**config.mk**
```make
export PLATFORM = sky130hd
export DESIGN_NAME = desmultiplexador8_serial
export DESIGN_NICKNAME = d
export VERILOG_FILES = /design/src/rtl/desmultiplexador8_serial.sv
export SDC_FILE = /design/constraint.sdc
export NUM_CORES = 1
export LEC_CHECK = 0
export ABC_AREA = 1
export CORE_ASPECT_RATIO = 0.7
export CORE_MARGIN = 2
export CORE_UTILIZATION = 25
export DETAILED_ROUTE_END_ITERATION = 7
export SYNTH_ARGS = -nofsm -noshare
export SYNTH_HDL_FRONTEND = slang
export SYNTH_SLANG_ARGS = --single-unit
export TNS_END_PERCENT = 5
```
**constraint.sdc**
```tcl
create_clock -name clk -period 2.2 [get_ports clk]
set_input_delay 0.33 -clock clk [delete_from_list [all_inputs] [get_ports clk]]
set_output_delay 0.33 -clock clk [all_outputs]
set_load 0.03 [all_outputs]
```
**src/rtl/desmultiplexador8_serial.sv**
```systemverilog
// desmultiplexador8_serial
// Serial-to-parallel receiver paired with a remote 8:1 multiplexer.
// Sel walks slots 0..7 in lockstep with the sender. Each valid bit is
// written into a partial word, and a completed word is published on B
// together with a one-cycle pronto strobe. erro pulses for one cycle
// when a frame is aborted by a restart or by a timeout.
module desmultiplexador8_serial #(
    parameter int LSB_PRIMEIRO = 1,
    parameter int MAX_ESPERA   = 15
) (
    input  logic       clk,
    input  logic       rst,
    input  logic       ent,
    input  logic       ent_valido,
    input  logic       inicio,
    output logic [2:0] Sel,
    output logic [7:0] B,
    output logic       pronto,
    output logic       ocupado,
    output logic       erro
);

    localparam logic [1:0] IDLE   = 2'd0;
    localparam logic [1:0] RECEBE = 2'd1;
    localparam logic [1:0] PRONTO = 2'd2;

    // The timeout fires on the edge where the idle count would reach MAX_ESPERA.
    localparam logic [7:0] LIMITE = 8'(MAX_ESPERA - 1);

    logic [1:0] estado;
    logic [7:0] parcial;
    logic [7:0] parcial_novo;
    logic [7:0] contador;
    logic [2:0] indice;

    // Maps the current slot to its bit position in the word.
    always_comb begin
        indice = (LSB_PRIMEIRO != 0) ? Sel : (3'd7 - Sel);
        parcial_novo = parcial;
        parcial_novo[indice] = ent;
    end

    // Both strobe-like status flags come straight from the state register.
    assign pronto  = (estado == PRONTO);
    assign ocupado = (estado == RECEBE);

    // Frame state machine, slot counter, partial word, timeout and output word.
    always_ff @(posedge clk or posedge rst) begin
        if (rst) begin
            estado   <= IDLE;
            Sel      <= 3'd0;
            parcial  <= 8'h00;
            contador <= 8'h00;
            B        <= 8'h00;
            erro     <= 1'b0;
        end else begin
            erro <= 1'b0;
            case (estado)
                IDLE: begin
                    Sel <= 3'd0;
                    if (inicio) begin
                        estado   <= RECEBE;
                        contador <= 8'h00;
                        parcial  <= 8'h00;
                    end
                end
                RECEBE: begin
                    if (inicio) begin
                        // Restart wins over a valid bit in the same cycle.
                        erro     <= 1'b1;
                        parcial  <= 8'h00;
                        Sel      <= 3'd0;
                        contador <= 8'h00;
                    end else if (ent_valido) begin
                        parcial  <= parcial_novo;
                        contador <= 8'h00;
                        if (Sel == 3'd7) begin
                            // Last slot: publish the word including this bit.
                            B      <= parcial_novo;
                            estado <= PRONTO;
                            Sel    <= 3'd0;
                        end else begin
                            Sel <= Sel + 3'd1;
                        end
                    end else if (contador == LIMITE) begin
                        estado   <= IDLE;
                        erro     <= 1'b1;
                        Sel      <= 3'd0;
                        contador <= 8'h00;
                    end else begin
                        contador <= contador + 8'h01;
                    end
                end
                PRONTO: begin
                    Sel <= 3'd0;
                    if (inicio) begin
                        estado   <= RECEBE;
                        contador <= 8'h00;
                        parcial  <= 8'h00;
                    end else begin
                        estado <= IDLE;
                    end
                end
                default: begin
                    estado <= IDLE;
                    Sel    <= 3'd0;
                end
            endcase
        end
    end

endmodule

```
==> run summary <==
The buffer depth of the longest clock path is 2. The flow ran to the end, and the final reports show no timing, DRC or antenna violations. The I/O pin count came out at 19. The number of vias per cell after detailed routing is 4.31. The total number of vias came out at 1254.

The number of buffer cells added on primary ports is 18. The post-cts hold buffer count is 0. The number of iterations in the first detailed-routing pass is 4. The post-route worst setup slack is 0.193 ns. The areal power density over the cells is slightly below 800 mW/mm2. After layout, the minimum clock period comes to 2.01 ns.

The synthesized area is 0.00154 mm2. The average wire length per cell after detail routing came out at 11.2 um. The clock-pin slew reported for the worst setup and hold paths after clock tree synthesis came out at 0.06 ns.

The effective utilization at floorplan came out at approximately a quarter. The slew at the pin closest to its max-slew limit is 0.374 ns. For this design the static power due to leakage is 0.931 nW. Yosys instantiated no cell more often than nand2_1. The H-tree level count came out at 2. The die is 69.6 um tall.

The largest fanout on the critical path came out at 6. The final routed wirelength across all metal layers came out at approximately 3200 um. The final-layout setup total negative slack is 0 ns. The CTS sink count came out at 30. The headroom to the max-slew limit came out at 75.1%. The HPWL after detailed placement is 2380 um. The weighted congestion at the end of routability-driven global placement is 0.818. The die covers 0.00680 mm2. The endpoint required time on the critical path came out at 1.87 ns. The sequential element share of the synthesized area is 48.9%. The register bit count reported by yosys is 30.

TritonCTS built the clock tree. The mean post-synth cell area is slightly above 8 um2. In this run the critical register-to-register path is captured at contador[1]. The fill cell total of the finished layout came out at approximately 620. The synthesized net count is 199. The worst reg-to-reg setup slack is 0.62 ns. The total inserted antenna cells came out at 0.

The worst setup path is launched from a register. The number of standard-cell rows in the floorplan came out at 23. The number of buffers created by CTS came out at 5. The count of synthesis-stage warnings from yosys came out at 0. The number of global-route vias before repair came out at 1190. The worst setup path is captured at an output pin. Setup repair after global routing left no endpoint under its margin. The later pin in the worst-skew pair is clocked with a latency of 0.28 ns.

The number of unique standard cell types used by synthesis came out at 23. Cells with a size suffix above 1 make up 9.26% of the layout. The final hold violation count came out at 0. The area inside the core boundary came out at 0.00584 mm2. The cell count after synthesis came out at 190. The path class of the lowest-slack min-delay path is in2async. The final setup skew came out at ~0.0025 ns. In this run the remaining antenna-violating nets after routing total 0. At the placement stage, the worst setup path has a slack of around 0.4 ns. The cell type with the highest aggregate area in the netlist is dfrtp_1. The fraction of registers with async set/reset is 100%.

The startpoint identified for the worst register-to-register timing path is contador[0]. For this run, design rule violations remaining after detail routing come to 0. The commonest cells after synthesis are 58 x nand2_1, 30 x dfrtp_1, 22 x inv_1. The largest net degree at the start of global routing came out at 31. The cell chosen for the clock root is clkbuf_8. The number of cells upsized or downsized after cts came out at 0. In the finished design, the share of the clock period the worst path needs comes to approximately nine tenths. The worst setup path startpoint is estado[1]. For this run, the top clock speed supported by timing is 498 MHz. The area share of the leading cell type in the synthesized netlist is between 40% and 50%.

The class of the most critical setup path is reg2out. The worst IR drop on VDD is 209 uV. The count of final max-slew check failures came out at 0.

The net count of the finished layout is 224. Counting flops with a built-in enable in the synthesized netlist gives 0. The total grt overflow is 0. The endpoint arrival time on the critical path came out at 1.68 ns.

The width of the die came out at around 98 um. The prevailing post-synth register cell is dfrtp_1. In the global route stage, overall resource usage came out at 10.5%. The total setup buffers inserted after CTS is 0. The number of violations of the max-capacitance limit came out at 0. The relative area change from synthesis to final layout came out at 23.7%.

Yosys attributes the largest share of cell area to dfrtp_1 49%, nand2_1 14%, o21ai_0 6.8%. The number of antenna violations at the first check in global routing is 0. The number of endpoints failing setup at the final stage came out at 0. The first-pass GRT wire length is between 5000 and 6000 um. The worst-case reg-to-reg path depth came out at 7. The number of violations reported at the end of detailed-routing iteration 0 is 50.
## per-layer routing
metal | vias to the layer above | share of wire [%] | track usage [%]
met2 | 30 | 39 | 14.6
met4 | 0 | 1.5 | 3.24
li1 | 661 | - | -
met5 | - | 0 | 0
met1 | 558 | 54 | 14.2
met3 | 5 | 5.8 | 5.14
## worst max-delay path by stage
stage	to	cells past startpoint
2_1_floorplan	B[0]	8
3_3_place_gp	parcial[2]	6
3_5_place_dp	Sel[2]	6
4_1_cts	ocupado	4
5_1_grt	ocupado	4
6_report	ocupado	4
## logic make-up (layout without fill, tap and decap cells)
family	count (synthesis)	in the layout	synth area share, %
and+or+nand+nor	95	95	27.3
AOI/OAI and AO/OA	34	34	12.6
DFF	30	30	48.9
buffers and inverters	25	51	6.84
adders and majority gates	4	4	3.26
xor gates and xnor gates	2	2	1.14
## where the power goes
group	total, mW	switching [mW]	internal [mW]	leakage (nW)
logic	0.367	0.252	0.115	0.474
clock network	0.456	0.204	0.252	0.0482
registers	0.637	0.0422	0.595	0.409
total	1.46	0.498	0.962	0.931
## layout by cell type (no fill, tap or decap), drive strengths merged
master          n
nand2          62
ha              4
nor3            2
o22ai           4
dfrtp          30
buf             2
xor2            1
inv            23
o21ai          25
clkinv          1
a31oi           1
a21oi           3
clkbuf          7
xnor2           1
clkdlybuf4s50  18
nand3          15
nand4           1
o21bai          1
nor2           15
## layout make-up
cell class	instances	area [um2]	share of cell area [%]
well taps	75	93.8	4.94
clock buffers	7	86.3	4.54
clock inverters	1	5.00	0.263
repair buffers	20	195	10.3
inverters	23	88.8	4.67
flip-flops and latches	30	751	39.5
multi-input cells	135	681	35.8
## per-stage QoR
stage | instances | total power, mW | hold slack, ns | utilization, % | instance area, um2
CTS | 291 | 1.48 | 0.442 | 32.5 | 1900
global placement | 283 | 1.01 | 0.465 | 31.0 | 1810
floorplan | 190 | 0.899 | 0.421 | - | 1540
detailed placement | 283 | 1.01 | 0.469 | 31.0 | 1810
finish | 291 | 1.46 | 0.423 | 32.5 | 1900
global route | 291 | 1.56 | 0.461 | 32.5 | 1900
## registers in the layout, indices dropped and copies added, names as in the netlist
name,cells
contador,8
estado,2
Sel,3
erro,1
B,8
parcial,8
## worst max-delay path, stage by stage (launching register included)
cell             delay (ns)
dfrtp_1                0.36
inv_1                  0.10
nand2_2                0.12
inv_1                  0.14
clkdlybuf4s50_1        0.68
Note: power is estimated with default switching activity, not from simulation.
